$ cat src/rtl/accel_addr_pkg.sv
// Shared definitions for the accelerator register port: address tags, AXI
// response codes and the AXI-Lite bridge state encoding.
package accel_addr_pkg;

   // Tag = byte address bits [21:19]
   localparam logic [2:0] TAG_SA          = 3'd0;
   localparam logic [2:0] TAG_FC_WEIGHT   = 3'd1;
   localparam logic [2:0] TAG_FC_INPUT    = 3'd2;
   localparam logic [2:0] TAG_POOL_ADDR   = 3'd3;
   localparam logic [2:0] TAG_FC_DATA     = 3'd4;
   localparam logic [2:0] TAG_SA_DATA_BUF = 3'd5;

   typedef enum logic [1:0] {
      RESP_OKAY   = 2'b00,
      RESP_SLVERR = 2'b10
   } resp_t;

   typedef enum logic [2:0] {
      IDLE     = 3'd0,
      WR_ISSUE = 3'd1,
      WR_RESP  = 3'd2,
      RD_HOLD  = 3'd3,
      RD_RESP  = 3'd4
   } axil_st_e;

   function automatic logic is_wr_tag(input logic [2:0] tag);
      return (tag == TAG_SA) || (tag == TAG_FC_WEIGHT) || (tag == TAG_FC_INPUT);
   endfunction

   function automatic logic is_rd_tag(input logic [2:0] tag);
      return (tag == TAG_POOL_ADDR) || (tag == TAG_FC_DATA) || (tag == TAG_SA_DATA_BUF);
   endfunction

endpackage

$ cat src/rtl/axil_bram_port_master.sv
// AXI4-Lite slave that turns each host access into one single-beat access on
// the decoder's BRAM-style port, one transaction at a time.
module axil_bram_port_master
   import accel_addr_pkg::*;
#(
   parameter int AXI_ADDR_W = 32,
   parameter int RD_LATENCY = 1
) (
   input  logic                  clk,
   input  logic                  rst,
   input  logic [AXI_ADDR_W-1:0] s_axi_awaddr,
   input  logic                  s_axi_awvalid,
   output logic                  s_axi_awready,
   input  logic [31:0]           s_axi_wdata,
   input  logic [3:0]            s_axi_wstrb,
   input  logic                  s_axi_wvalid,
   output logic                  s_axi_wready,
   output logic [1:0]            s_axi_bresp,
   output logic                  s_axi_bvalid,
   input  logic                  s_axi_bready,
   input  logic [AXI_ADDR_W-1:0] s_axi_araddr,
   input  logic                  s_axi_arvalid,
   output logic                  s_axi_arready,
   output logic [31:0]           s_axi_rdata,
   output logic [1:0]            s_axi_rresp,
   output logic                  s_axi_rvalid,
   input  logic                  s_axi_rready,
   output logic [21:0]           addr_a,
   output logic [31:0]           wrdata_a,
   output logic                  en_a,
   output logic [3:0]            we_a,
   input  logic [31:0]           rddata_a,
   output axil_st_e              o_dbg_state
);

   localparam logic [2:0] LAT_INIT = 3'(RD_LATENCY);

   axil_st_e    r_state;
   logic        r_awready, r_wready, r_arready;
   logic        r_bvalid, r_rvalid;
   resp_t       r_bresp, r_rresp;
   logic [31:0] r_rdata;
   logic [21:0] r_addr_a;
   logic [31:0] r_wrdata_a;
   logic        r_en_a;
   logic [3:0]  r_we_a;
   logic [2:0]  r_cnt;
   logic        r_last_wr;

   logic w_wr_pend, w_rd_pend, w_wr_legal, w_rd_legal;
   logic w_unused_addr_bits;

   assign w_wr_pend  = s_axi_awvalid && s_axi_wvalid;
   assign w_rd_pend  = s_axi_arvalid;
   // A strobe without byte 0 would look like a read to the decoder
   assign w_wr_legal = is_wr_tag(s_axi_awaddr[21:19]) && s_axi_wstrb[0];
   assign w_rd_legal = is_rd_tag(s_axi_araddr[21:19]);
   assign w_unused_addr_bits = ^{s_axi_awaddr[AXI_ADDR_W-1:22], s_axi_awaddr[1:0],
                                 s_axi_araddr[AXI_ADDR_W-1:22], s_axi_araddr[1:0]};

   always_ff @(posedge clk) begin
      if (rst) begin
         r_state    <= IDLE;
         r_awready  <= 1'b0;
         r_wready   <= 1'b0;
         r_arready  <= 1'b0;
         r_bvalid   <= 1'b0;
         r_rvalid   <= 1'b0;
         r_bresp    <= RESP_OKAY;
         r_rresp    <= RESP_OKAY;
         r_rdata    <= 32'd0;
         r_addr_a   <= 22'd0;
         r_wrdata_a <= 32'd0;
         r_en_a     <= 1'b0;
         r_we_a     <= 4'd0;
         r_cnt      <= 3'd0;
         r_last_wr  <= 1'b0;
      end else begin
         case (r_state)
            IDLE: begin
               if (r_awready) begin
                  r_awready <= 1'b0;
                  r_wready  <= 1'b0;
                  if (w_wr_pend) begin
                     r_last_wr <= 1'b1;
                     if (w_wr_legal) begin
                        r_en_a     <= 1'b1;
                        r_we_a     <= s_axi_wstrb;
                        r_addr_a   <= {s_axi_awaddr[21:2], 2'b00};
                        r_wrdata_a <= s_axi_wdata;
                        r_state    <= WR_ISSUE;
                     end else begin
                        r_bvalid <= 1'b1;
                        r_bresp  <= RESP_SLVERR;
                        r_state  <= WR_RESP;
                     end
                  end
               end else if (r_arready) begin
                  r_arready <= 1'b0;
                  if (w_rd_pend) begin
                     r_last_wr <= 1'b0;
                     if (w_rd_legal) begin
                        r_en_a   <= 1'b1;
                        r_we_a   <= 4'd0;
                        r_addr_a <= {s_axi_araddr[21:2], 2'b00};
                        r_cnt    <= LAT_INIT;
                        r_state  <= RD_HOLD;
                     end else begin
                        r_rvalid <= 1'b1;
                        r_rdata  <= 32'd0;
                        r_rresp  <= RESP_SLVERR;
                        r_state  <= RD_RESP;
                     end
                  end
               end else if (w_wr_pend && (!w_rd_pend || !r_last_wr)) begin
                  r_awready <= 1'b1;
                  r_wready  <= 1'b1;
               end else if (w_rd_pend) begin
                  r_arready <= 1'b1;
               end
            end
            WR_ISSUE: begin
               r_en_a     <= 1'b0;
               r_we_a     <= 4'd0;
               r_addr_a   <= 22'd0;
               r_wrdata_a <= 32'd0;
               r_bvalid   <= 1'b1;
               r_bresp    <= RESP_OKAY;
               r_state    <= WR_RESP;
            end
            WR_RESP: begin
               if (s_axi_bready) begin
                  r_bvalid <= 1'b0;
                  r_state  <= IDLE;
               end
            end
            RD_HOLD: begin
               // Count reaches zero on the cycle the decoder's data is valid
               if (r_cnt == 3'd0) begin
                  r_rdata  <= rddata_a;
                  r_rresp  <= RESP_OKAY;
                  r_rvalid <= 1'b1;
                  r_en_a   <= 1'b0;
                  r_addr_a <= 22'd0;
                  r_state  <= RD_RESP;
               end else begin
                  r_cnt <= r_cnt - 3'd1;
               end
            end
            RD_RESP: begin
               if (s_axi_rready) begin
                  r_rvalid <= 1'b0;
                  r_state  <= IDLE;
               end
            end
            default: r_state <= IDLE;
         endcase
      end
   end

   assign s_axi_awready = r_awready;
   assign s_axi_wready  = r_wready;
   assign s_axi_arready = r_arready;
   assign s_axi_bvalid  = r_bvalid;
   assign s_axi_bresp   = r_bresp;
   assign s_axi_rvalid  = r_rvalid;
   assign s_axi_rresp   = r_rresp;
   assign s_axi_rdata   = r_rdata;
   assign addr_a        = r_addr_a;
   assign wrdata_a      = r_wrdata_a;
   assign en_a          = r_en_a;
   assign we_a          = r_we_a;
   assign o_dbg_state   = r_state;

endmodule

$ cat config.mk
export PLATFORM = sky130hd
export DESIGN_NAME = axil_bram_port_master
export DESIGN_NICKNAME = d
export VERILOG_FILES = /design/src/rtl/accel_addr_pkg.sv /design/src/rtl/axil_bram_port_master.sv
export SDC_FILE = /design/constraint.sdc
export NUM_CORES = 1
export LEC_CHECK = 0
export ABC_AREA = 1
export ABC_CLOCK_PERIOD_IN_PS = 4600
export CAP_MARGIN = 20
export CORE_AREA = 2 2 95 97
export DETAILED_ROUTE_END_ITERATION = 6
export DIE_AREA = 0 0 97 99
export DONT_BUFFER_PORTS = 1
export GPL_ROUTABILITY_DRIVEN = 0
export GPL_TIMING_DRIVEN = 0
export PLACE_DENSITY = 0.72
export SYNTH_ARGS = -nofsm -noshare
export SYNTH_HDL_FRONTEND = slang
export SYNTH_SLANG_ARGS = --single-unit
export TNS_END_PERCENT = 30
$ cat constraint.sdc
create_clock -name clk -period 4.6 [get_ports clk]
set_input_delay 0.92 -clock clk [delete_from_list [all_inputs] [get_ports clk]]
set_output_delay 0.92 -clock clk [all_outputs]
set_load 0.03 [all_outputs]
==> metrics.md <==
| Metric | Value |
|---|---|
| Outcome | complete, no violations |
| Commonest non-fill, non-tap cell in the layout | nand2_1 |
| Ant diodes | 0 |
| Final Power | 4.42 mW |
| Crit path cell chain | inv_2 > nor2_2 > nand2_2 > a21boi_4 > buf_2 > nand2_1 > o21ai_1 > nor2_1 |
| Initial Util | 55.8% |
| Fmax | 464 MHz |
| FILL cells | 867 |
| Pwr dens | just under 900 mW/mm² |
| Layout cells sized above 1 | 8.18% |
| Post-Layout Cell Count | 854 |
| Port bufs | 0 |
| CTS tree | built |
| Flops & latches, synth | 103 |
| Post-cts sizing count | 0 |
| R2R Setup Slk | 2.44 ns |
| Avg WL per Cell | 14.3 µm |
| Post-DP Area | 0.00491 mm² |
| Antenna viol nets, final | 0 |
| Worst Skew | 0.0100 ns |
| Final setup TNS | 0 ns |
| Placed Cells incl. Taps | 838 |
| Buffer count from post-CTS setup fixing | 0 |
| Chip Height | 99 µm |
| Worst skew pair latency | 0.37 ns |
| Worst IR Drop VDD | 0.392 mV |
| P&R area growth vs syn | 7.01% |
| Chip width | 97 µm |
| Critical path buffer and inverter count | 2 |
| RSZ-0062 raised after global routing | no |
| Fin crit share | 46.9% |
| Sequential share of the synthesized area | between 40 and 50% |
| Initial antenna violation count | 0 |
| Crit start category | register |
| Fin area | between 0.005 and 0.006 mm² |
| Slowest cell delay on critical path | 0.71 ns |
| Clock slew at reported path FFs | 0.11 ns |
| Hold Crit Class | register to register |
| Final Hold Viols | 0 |
| TritonRoute pass-1 iters | 6 |
| Die area | 0.00960 mm² |
| Pre-CTS setup slack | 2.39 ns |
| Post-layout min period | 2.16 ns |
| Final net count | between 800 and 900 |
| Sink Count | 103 |
| Average cell area after synthesis | between 6 and 7 µm² |
| Pins over their slew limit | 0 |
| Worst setup margin | 2.44 ns |
| Grt ovf | 0 |
| Core region area | ~0.0086 mm² |
| Largest net degree at the start of global routing | 20 |
| WS Path Type | register to register |
| Synthesis warning total | 0 |
| Cts bufs inserted | 9 |
| Hpwl dp | 9240 µm |
| Clk buf depth | 2 |
| Slew headroom | 57.5% |
| CTS H-Tree Depth | 3 |
| Cts hold-fix bufs | 0 |
| CP max FO | 10 |
| Most frequent cells in the layout | 249 x nand2_1, 103 x dfxtp_1, 82 x nor2_1 |
| Residual DRC count | 0 |
| Vias in the first global route | ~4300 |
| CTS root buffer | clkbuf_8 |
| Mapped Cells | 727 |
| I/O pin cnt | 242 |
| Via count | roughly 4500 |
| Main flop type after synthesis | dfxtp_1 |
| Slowest cell on the critical path | dfxtp_1 |
| Synth async-reset ratio | 0% |
| Crit path max-delay family | flip-flops |
| Post-synthesis cell type count | 24 |
| Crit path DAT | 2.41 ns |
| Slew @ Worst Pin | 0.637 ns |
| Worst Setup End Kind | register |
| Final setup vio count | 0 |
| Required @ worst endpoint | 4.85 ns |
| Final wirelength | 12200 µm |
| Fin util | 59.7% |
| Leak | 2.29 nW |
| Hold slack | 0.466 ns |
| Core Rows | 34 |
| First-pass GRT wire length | 20300 µm |
| Iteration-0 DRC Markers | 224 |
| DR vias/cell | 5.31 |
| Total GRT Usage | 25.7% |
| Area of the mapped netlist | 0.00477 mm² |
| Maxcap violations | 0 |
| Number of synthesized flops with an enable pin | 0 |
power by group:
part           internal (mW)  total (mW)  switching (mW)
Combinational          0.587        1.66            1.07
Sequential              1.25        2.22           0.972
Clock                  0.208       0.542           0.333
sequential cells by signal, indices dropped and copies added, names as in the netlist:
register / flops
s_axi_rdata: 32
s_axi_bresp: 1
r_last_wr: 1
s_axi_wready: 1
s_axi_rresp: 1
s_axi_bvalid: 1
we_a: 4
en_a: 1
s_axi_awready: 1
s_axi_rvalid: 1
addr_a: 20
r_cnt: 3
wrdata_a: 32
s_axi_arready: 1
o_dbg_state: 3
final cells by class:
class / count / area (µm²) / area share (%)
inverter: 61 / 229 / 4.49
clock inverter: 7 / 63.8 / 1.25
tap: 108 / 135 / 2.65
multi-input combinational: 518 / 2260 / 44.3
buffer: 48 / 225 / 4.42
sequential: 103 / 2060 / 40.4
clock buffer: 9 / 124 / 2.43
worst min-delay path, stage by stage (launching register included):
cell and delay [ns]:
dfxtp_1 0.32, nand2_1 0.06, a21oi_1 0.05
cell usage after synthesis, types with 2 or more instances:
master | n | share of area (%)
nand2_2 | 5 | 0.66
nor2_2 | 2 | 0.26
ha_1 | 2 | 0.52
nand4_1 | 13 | 1.7
dfxtp_1 | 103 | 43
clkbuf_1 | 24 | 1.9
nand3_1 | 37 | 3.9
inv_2 | 6 | 0.47
nor2_1 | 82 | 6.5
inv_1 | 55 | 4.3
buf_2 | 18 | 1.9
nand2_1 | 249 | 20
o21ai_1 | 32 | 3.4
o21ai_0 | 6 | 0.63
or2_2 | 3 | 0.39
nor2_4 | 2 | 0.47
buf_4 | 6 | 0.94
nor3_1 | 2 | 0.21
a21oi_1 | 75 | 7.9
logic make-up (layout without fill, tap and decap cells):
group | after synthesis | after routing | synth area share [%]
DFF | 103 | 103 | 43.3
and+or+nand+nor | 396 | 396 | 34.0
adders and majority gates | 2 | 2 | 0.525
AOI/OAI and AO/OA | 116 | 116 | 12.6
other | 1 | 4 | 0.0787
buffers and inverters | 109 | 125 | 9.53
final timing paths:
| path | start | endpoint | depth (start not counted) |
|---|---|---|---|
| worst min-delay path | r_cnt[2]$_SDFFE_PP0P_ | r_cnt[2]$_SDFFE_PP0P_ | 2 |
| worst min register to register | r_cnt[2]$_SDFFE_PP0P_ | r_cnt[2]$_SDFFE_PP0P_ | 2 |
| worst max-delay path | o_dbg_state[0]$_SDFFE_PP0P_ | wrdata_a[5]$_SDFFE_PP0P_ | 8 |
| worst max register to register | o_dbg_state[0]$_SDFFE_PP0P_ | wrdata_a[5]$_SDFFE_PP0P_ | 8 |
routing by layer:
layer | vias up | wire, µm | global-route usage, % | share of wire (%)
met5 | - | 0 | 0 | 0
met3 | 11 | 1280 | 9.57 | 10
met1 | 2033 | 4900 | 30.7 | 40
met4 | 0 | 133 | 7.15 | 1.1
met2 | 191 | 5940 | 43.7 | 48
li1 | 2304 | - | - | -
Note: power is estimated with default switching activity, not from simulation.
